### config.mk
export PLATFORM = sky130hd
export DESIGN_NAME = lsu_bus_controller_flat
export DESIGN_NICKNAME = d
export VERILOG_FILES = /design/src/rtl/lsu_bus_controller_if.sv /design/src/rtl/lsu_bus_controller.sv /design/src/flat_wrapper.sv
export SDC_FILE = /design/constraint.sdc
export NUM_CORES = 1
export LEC_CHECK = 0
export BUFFER_PORTS_ARGS = -buffer_cell sky130_fd_sc_hd__buf_2
export CAP_MARGIN = 0
export CORE_UTILIZATION = 49
export DETAILED_ROUTE_END_ITERATION = 10
export PLACE_DENSITY = 0.85
export SLEW_MARGIN = 20
export SYNTH_ARGS = -nofsm -noshare
export SYNTH_HDL_FRONTEND = slang
export SYNTH_SLANG_ARGS = --single-unit
### constraint.sdc
create_clock -name i_clk -period 6.15 [get_ports i_clk]
set_clock_uncertainty 0.1 [all_clocks]
set_input_delay 1.23 -clock i_clk [delete_from_list [all_inputs] [get_ports i_clk]]
set_output_delay 1.23 -clock i_clk [all_outputs]
set_load 0.005 [all_outputs]
### src/rtl/lsu_bus_controller_if.sv
// rtl/lsu_bus_controller_if.sv - ready/ack data bus between the LSU sequencer and memory
interface lsu_bus_controller_if;
  logic        busReq;
  logic        busWe;
  logic [31:0] busAddr;
  logic [3:0]  busBe;
  logic [31:0] busWdata;
  logic        busAck;
  logic [31:0] busRdata;

  modport master (
    output busReq, busWe, busAddr, busBe, busWdata,
    input  busAck, busRdata
  );

  modport slave (
    input  busReq, busWe, busAddr, busBe, busWdata,
    output busAck, busRdata
  );
endinterface

### src/rtl/lsu_bus_controller.sv
// rtl/lsu_bus_controller.sv - multi-cycle load/store sequencer with ack timeout
// Optional MISALIGN_TRAP_EN: misaligned half/word accesses complete without a bus cycle.
module lsu_bus_controller #(
  parameter int TIMEOUT_CYCLES = 16,
  parameter int CNT_W          = 5
) (
  input  logic                 i_clk,
  input  logic                 i_reset,
  input  logic                 i_start,
  input  logic                 i_isStore,
  input  logic [2:0]           i_loadSrc,
  input  logic [1:0]           i_storeSrc,
  input  logic [31:0]          i_addr,
  input  logic [31:0]          i_wdata,
  output logic                 o_stall,
  output logic                 o_done,
  output logic [31:0]          o_rdata,
  output logic                 o_timeout,
`ifdef MISALIGN_TRAP_EN
  output logic                 o_misalign,
`endif
  lsu_bus_controller_if.master bus
);

  localparam logic [1:0] S_IDLE   = 2'd0;
  localparam logic [1:0] S_ACCESS = 2'd1;
  localparam logic [1:0] S_RESP   = 2'd2;

  localparam logic [1:0] SZ_BYTE = 2'd0;
  localparam logic [1:0] SZ_HALF = 2'd1;
  localparam logic [1:0] SZ_WORD = 2'd2;

  logic [1:0]       r_state;
  logic [CNT_W-1:0] r_cnt;
  logic [31:0]      r_addr;
  logic [1:0]       r_lane;
  logic [1:0]       r_size;
  logic             r_signed;
  logic             r_store;
  logic [3:0]       r_be;
  logic [31:0]      r_wdata;
  logic [31:0]      r_rdata;
  logic             r_timeout;
`ifdef MISALIGN_TRAP_EN
  logic             r_misalign;
  logic             w_misalign;
`endif

  logic [1:0]  w_size;
  logic        w_signed;
  logic [3:0]  w_be;
  logic [31:0] w_wdata;
  logic [7:0]  w_byte;
  logic [15:0] w_half;
  logic [31:0] w_ext;
  logic        w_last_cnt;

  // Request decode from the control unit's size codes.
  always_comb begin
    w_size   = SZ_WORD;
    w_signed = 1'b0;
    if (i_isStore) begin
      case (i_storeSrc)
        2'b00:   w_size = SZ_BYTE;
        2'b01:   w_size = SZ_HALF;
        default: w_size = SZ_WORD;
      endcase
    end else begin
      case (i_loadSrc)
        3'b000: begin w_size = SZ_BYTE; w_signed = 1'b1; end
        3'b001: begin w_size = SZ_HALF; w_signed = 1'b1; end
        3'b011: w_size = SZ_BYTE;
        3'b100: w_size = SZ_HALF;
        default: w_size = SZ_WORD;
      endcase
    end

    case (w_size)
      SZ_BYTE: w_be = 4'b0001 << i_addr[1:0];
      SZ_HALF: w_be = i_addr[1] ? 4'b1100 : 4'b0011;
      default: w_be = 4'b1111;
    endcase

    case (w_size)
      SZ_BYTE: w_wdata = {4{i_wdata[7:0]}};
      SZ_HALF: w_wdata = {2{i_wdata[15:0]}};
      default: w_wdata = i_wdata;
    endcase
  end

`ifdef MISALIGN_TRAP_EN
  assign w_misalign = ((w_size == SZ_HALF) && i_addr[0]) ||
                      ((w_size == SZ_WORD) && (i_addr[1:0] != 2'b00));
`endif

  // Lane extraction uses the registered request, since busRdata arrives in ACCESS.
  always_comb begin
    case (r_lane)
      2'd0:    w_byte = bus.busRdata[7:0];
      2'd1:    w_byte = bus.busRdata[15:8];
      2'd2:    w_byte = bus.busRdata[23:16];
      default: w_byte = bus.busRdata[31:24];
    endcase
    w_half = r_lane[1] ? bus.busRdata[31:16] : bus.busRdata[15:0];

    case (r_size)
      SZ_BYTE: w_ext = {{24{r_signed & w_byte[7]}}, w_byte};
      SZ_HALF: w_ext = {{16{r_signed & w_half[15]}}, w_half};
      default: w_ext = bus.busRdata;
    endcase
  end

  assign w_last_cnt = (r_cnt == CNT_W'(TIMEOUT_CYCLES - 1));

  always_ff @(posedge i_clk) begin
    if (i_reset) begin
      r_state   <= S_IDLE;
      r_cnt     <= '0;
      r_addr    <= '0;
      r_lane    <= '0;
      r_size    <= SZ_BYTE;
      r_signed  <= 1'b0;
      r_store   <= 1'b0;
      r_be      <= '0;
      r_wdata   <= '0;
      r_rdata   <= '0;
      r_timeout <= 1'b0;
`ifdef MISALIGN_TRAP_EN
      r_misalign <= 1'b0;
`endif
    end else begin
      case (r_state)
        S_IDLE: begin
          if (i_start) begin
            r_addr    <= {i_addr[31:2], 2'b00};
            r_lane    <= i_addr[1:0];
            r_size    <= w_size;
            r_signed  <= w_signed;
            r_store   <= i_isStore;
            r_be      <= w_be;
            r_wdata   <= w_wdata;
            r_rdata   <= '0;
            r_timeout <= 1'b0;
            r_cnt     <= '0;
`ifdef MISALIGN_TRAP_EN
            r_misalign <= w_misalign;
            r_state    <= w_misalign ? S_RESP : S_ACCESS;
`else
            r_state   <= S_ACCESS;
`endif
          end
        end
        S_ACCESS: begin
          r_cnt <= r_cnt + 1'b1;
          // An ack on the last counting cycle still completes normally.
          if (bus.busAck) begin
            r_rdata <= r_store ? 32'd0 : w_ext;
            r_state <= S_RESP;
          end else if (w_last_cnt) begin
            r_timeout <= 1'b1;
            r_rdata   <= '0;
            r_state   <= S_RESP;
          end
        end
        S_RESP: begin
          r_state <= S_IDLE;
        end
        default: begin
          r_state <= S_IDLE;
        end
      endcase
    end
  end

  assign o_stall   = ((r_state == S_IDLE) && i_start) || (r_state == S_ACCESS);
  assign o_done    = (r_state == S_RESP);
  assign o_rdata   = (r_state == S_RESP) ? r_rdata : 32'd0;
  assign o_timeout = (r_state == S_RESP) && r_timeout;
`ifdef MISALIGN_TRAP_EN
  assign o_misalign = (r_state == S_RESP) && r_misalign;
`endif

  assign bus.busReq   = (r_state == S_ACCESS);
  assign bus.busWe    = (r_state == S_ACCESS) && r_store;
  assign bus.busAddr  = r_addr;
  assign bus.busBe    = r_be;
  assign bus.busWdata = r_wdata;

endmodule

### src/flat_wrapper.sv
// flat-port wrapper written by rule: the top's interface ports become plain ports
module lsu_bus_controller_flat 
#(
  parameter int TIMEOUT_CYCLES = 16,
  parameter int CNT_W          = 5
)
  (i_clk, i_reset, i_start, i_isStore, i_loadSrc, i_storeSrc, i_addr, i_wdata, o_stall, o_done, o_rdata, o_timeout, bus_busReq, bus_busWe, bus_busAddr, bus_busBe, bus_busWdata, bus_busAck, bus_busRdata);
  lsu_bus_controller_if bus_i ();
  input  logic i_clk;
  input  logic i_reset;
  input  logic i_start;
  input  logic i_isStore;
  input  logic [2:0] i_loadSrc;
  input  logic [1:0] i_storeSrc;
  input  logic [31:0] i_addr;
  input  logic [31:0] i_wdata;
  output logic o_stall;
  output logic o_done;
  output logic [31:0] o_rdata;
  output logic o_timeout;
  output wire logic [$bits(bus_i.busReq)-1:0] bus_busReq;
  output wire logic [$bits(bus_i.busWe)-1:0] bus_busWe;
  output wire logic [$bits(bus_i.busAddr)-1:0] bus_busAddr;
  output wire logic [$bits(bus_i.busBe)-1:0] bus_busBe;
  output wire logic [$bits(bus_i.busWdata)-1:0] bus_busWdata;
  input wire logic [$bits(bus_i.busAck)-1:0] bus_busAck;
  input wire logic [$bits(bus_i.busRdata)-1:0] bus_busRdata;
  assign bus_busReq = bus_i.busReq;
  assign bus_busWe = bus_i.busWe;
  assign bus_busAddr = bus_i.busAddr;
  assign bus_busBe = bus_i.busBe;
  assign bus_busWdata = bus_i.busWdata;
  assign bus_i.busAck = bus_busAck;
  assign bus_i.busRdata = bus_busRdata;
  lsu_bus_controller #(.TIMEOUT_CYCLES(TIMEOUT_CYCLES), .CNT_W(CNT_W)) u_core (.i_clk(i_clk), .i_reset(i_reset), .i_start(i_start), .i_isStore(i_isStore), .i_loadSrc(i_loadSrc), .i_storeSrc(i_storeSrc), .i_addr(i_addr), .i_wdata(i_wdata), .o_stall(o_stall), .o_done(o_done), .o_rdata(o_rdata), .o_timeout(o_timeout), .bus(bus_i));
endmodule
[After elaboration in Yosys (flattened, before gate mapping)]
Cells that the tools add are included.
Widths: inputs -> output; s select.
Word-level totals
  flip-flop bits (word level): 112
  input port bits: 106
  output and inout port bits: 105
  logic and storage cells: 76
Operators by class
  $add $sub $neg: 1
  equal/unequal tests: 15
  shift-type cells: 1
  mux-type cells: 27
  bitwise operators: 2
  reductions and logical operators: 19
Operators with widths (count)
  $pmux 32 s2: 3
  $mux 32: 5
  $pmux 8 s3: 1
  $mux 16: 1
  $pmux 2 s2: 3
  $eq 2x1->1 const B: 5
  $logic_not 2->1: 5
  $pmux 5 s2: 1
  $mux 2: 4
  $pmux 4 s2: 1
  $reduce_and 2->1: 3
  $reduce_or 2->1: 3
  $add 5x1->5 const B: 1
  $eq 5x4->1 const B: 1
  $mux 1: 5
  $mux 5: 1
  $eq 2x2->1 const B: 2
  $mux 4: 1
  $ne 2x2->1 const B: 2
  $reduce_and 4->1: 1
  $shl 1x2->4 const A: 1
  $eq 3x1->1 const B: 1
  $eq 3x2->1 const B: 1
  $eq 3x3->1 const B: 1
  9 further kinds: 12

[Depth between registers and ports, before layout]
  word-level depth: 7
  depth in mapped cells: 8
  mapped depth without buffers: 7

[Worst setup path before layout]
No wires, ideal clock.
  kind: input to output
  start: input i_start
  end: output o_stall
  arrival time: 1440 ps
  required time: 4820 ps
  path slack: 3380 ps
  cell stages on the path: 1
  buffers on the path: 0
  cell sequence: o21ba_2
On the way
  word-level cells in the longest chain between the ends: 2
Ends and longest elaborated chain
  start, declared: line flat_wrapper.sv:11  | input logic i_start;
  $logic_and 1x1->1: line lsu_bus_controller.sv:175  | assign o_stall = ((r_state == S_IDLE) && i_start) || (r_state == S_ACCESS);
  $logic_or 1x1->1: line lsu_bus_controller.sv:175
  end, declared: line flat_wrapper.sv:17  | output logic o_stall;
Every way passes these cells.

==> qor.yml <==
status: "complete, no violations"
grtUsageTotal_pct: 26.4
synth-seq-area-share_pct: 44.3
first_global_vias: 4841
nNetsFinal: 869
worst-r2r-setup-slack_ns: 3.74
routed_wl_um: 14400
async_reset_ff_share_pct: 0
min_to: "u_core.bus.busAddr[28]$_SDFFE_PP0P_"
seqPwrFrac_pct: 52.9
vias_per_cell: 5.63
post_drt_wl_per_cell_um: 16.1
start_util_pct: 51.1
final_common_cell: "buf_2"
rsz0062_at_grt: "no"
post_cts_resized: 0
cpMaxStageDelayCell: "nor2_1"
placementRows: 36
place.gp.congestion: 0.847
path_clk_slew_ns: 0.10
synth_edf_count: 0
reg2reg_depth: 6
clock.fmax_mhz: 309
switchingPower_mw: 0.421
postCtsSetupBuffers: 0
worstHoldStart: "u_core.bus.busAddr[28]$_SDFFE_PP0P_"
synth_top_flop_cell: "dfxtp_1"
die_h_um: 104
drt_pass1_iterations: 5
antenna_found_initial: 0
syn_area_um2: 5060
hold_path.class: "reg -> reg"
slew_headroom_pct: 43.8
power_density_nw_per_um2: 239
syn_area_per_cell_um2: 8.68
clockBufferDepth: 2
ys_warn_count: 0
routed-via-count: 5064
numClockSinks: 112
crit_chain: "buf_2, buf_4, nor2_1, nand3_2, nor2_1, buf_4, a221o_1"
pwr-share-clk_pct: 29.6
synth-seq-cells: 112
clkLatencyLatePin_ns: 0.37
place_hpwl_um: 10500
grt_max_degree: 83
whs_ns: 0.356
dieArea_um2: 10700
die_x_um: 104
cts_made_buffers: 9
cts_tree: "done"
grt_first_pass_wirelength_um: 23100
hold_violations: 0
ios: 211
arrival_ns: 3.45
drv_slew: 0
maxCapViolCount: 0
synth_cell_types: 56
crit_family: "simple AND/OR/NAND/NOR gates"
drt-initial-drc-count: 444
nFillCells: 849
placed_cell_area_um2: 6130
drive_gt1_share_pct: 33.8
r2r-start: "u_core.r_state[0]$_SDFFE_PP0P_"
areaGrowthSynthToFinish_pct: 25.0
min_period_ns: 3.23
final_area_um2: 6330
critPathBufInv: 3
ant_nets: 0
mostFrequentLayoutCells: "buf_2, nand2_1, dfxtp_1"
postCtsHoldBufs: 0
p_int_mw: 1.09
crit_path_max_incr_delay_ns: 0.65
p_leak_nw: 2.84
worstSetupPathType: "in -> reg"
overflow: 0
crit_fanout: 82
sw_frac_of_total_pct: 27.9
setup_tns_ns: 0
cp-start-kind: "input pin"
cts-root-buf: "clkbuf_8"
p_comb_share_pct: 17.6
netlist_instances: 583
peakVddDrop_v: 0.000167
fin_crit_sh_pct: 52.6
worst_slew_pin_slew_ns: 0.837
drc: 0
setup_viol: 0
h-tree-depth: 3
diodes: 0
hold_depth: 2
port_buffers: 208
core_area_um2: 9910
cp.required_ns: 6.37
end_kind: "flop"
rr_endpoint: "u_core.r_rdata[31]$_SDFFE_PP0P_"
registers in the layout (all words and copies together) (netlist names):
signal               count
u_core.r_store           1
u_core.bus.busAddr      30
u_core.bus.busBe         4
u_core.r_timeout         1
u_core.r_cnt             5
u_core.bus.busWdata     32
u_core.r_state           2
u_core.r_lane            2
u_core.r_size            2
u_core.r_rdata          32
u_core.r_signed          1
layout make-up:
class	instances	area [µm²]	area share [%]
tap	133	166	2.63
sequential	112	2240	35.5
clock buffer	13	159	2.51
timing repair buffer	216	1120	17.7
multi-input combinational	415	2570	40.6
inverter	7	26.3	0.415
clock inverter	3	40.0	0.633
metrics by stage:
| stage | std cells | total power [mW] | setup slack, ns | utilization, % |
|---|---|---|---|---|
| 6_report | 899 | 1.51 | 2.92 | 63.8 |
| 5_1_grt | 899 | 1.58 | 2.75 | 63.8 |
| 4_1_cts | 899 | 1.52 | 2.97 | 63.8 |
| 3_5_place_dp | 883 | 1.08 | 2.59 | 61.8 |
| 3_3_place_gp | 882 | 1.06 | 2.72 | 61.5 |
| 2_1_floorplan | 584 | 0.963 | 3.38 | - |
power by group through the flow:
stage               registers [mW]  clock network [mW]  logic, mW
floorplan                    0.806                   0      0.157
global placement             0.813                   0      0.251
detailed placement           0.816                   0      0.264
CTS                          0.799               0.456      0.265
global route                 0.805               0.479      0.292
finish                       0.800               0.447      0.266
worst register-to-register path, cell delays in order, from the launching register on:
cell and delay, ns:
dfxtp_1 0.46, nand2b_2 0.16, inv_2 0.17, nand3_2 0.32, nor2_1 0.65, buf_4 0.32
a221o_1 0.18
kinds of logic after synthesis:
| kind of cell | count (synthesis) | synth area share, % |
|---|---|---|
| mux | 18 | 5.61 |
| other cells | 1 | 0.0741 |
| compound gates | 170 | 24.5 |
| buf+inv | 57 | 5.09 |
| xor+xnor | 2 | 0.346 |
| fa+ha+maj | 2 | 0.494 |
| flops | 112 | 44.3 |
| simple gates | 221 | 19.6 |
worst max path at each step:
stage                                      end  depth (start not counted)  slack, ns    start
2_1_floorplan                          o_stall                          1       3.38  i_start
3_3_place_gp   u_core.r_rdata[17]$_SDFFE_PP0P_                          7       2.72  i_reset
3_5_place_dp   u_core.r_rdata[31]$_SDFFE_PP0P_                          7       2.59  i_reset
4_1_cts        u_core.r_rdata[31]$_SDFFE_PP0P_                          7       2.97  i_reset
5_1_grt        u_core.r_rdata[29]$_SDFFE_PP0P_                          7       2.75  i_reset
6_report       u_core.r_rdata[31]$_SDFFE_PP0P_                          7       2.92  i_reset
cells in the mapped netlist (all sizes together) (8+ instances only):
library cell | count | area [µm²]
o21ai | 19 | 95.1
buf | 15 | 96.3
a22oi | 8 | 60.1
mux4 | 8 | 180
a21oi | 58 | 305
dfxtp | 112 | 2240
a221o | 23 | 230
nand2 | 124 | 465
a311oi | 9 | 78.8
a211oi | 22 | 165
nor2 | 43 | 164
and2 | 34 | 213
clkbuf | 35 | 135
layer usage:
layer	wire length, µm	track usage, %	part of all wire, %	vias to the layer above
li1	-	-	-	2423
met1	5940	33.4	41	2362
met2	6960	43.2	48	245
met3	1180	5.16	8.1	34
met4	369	12.5	2.6	0
met5	0	0	0	-
No activity file was read; power rests on OpenSTA's default activity.
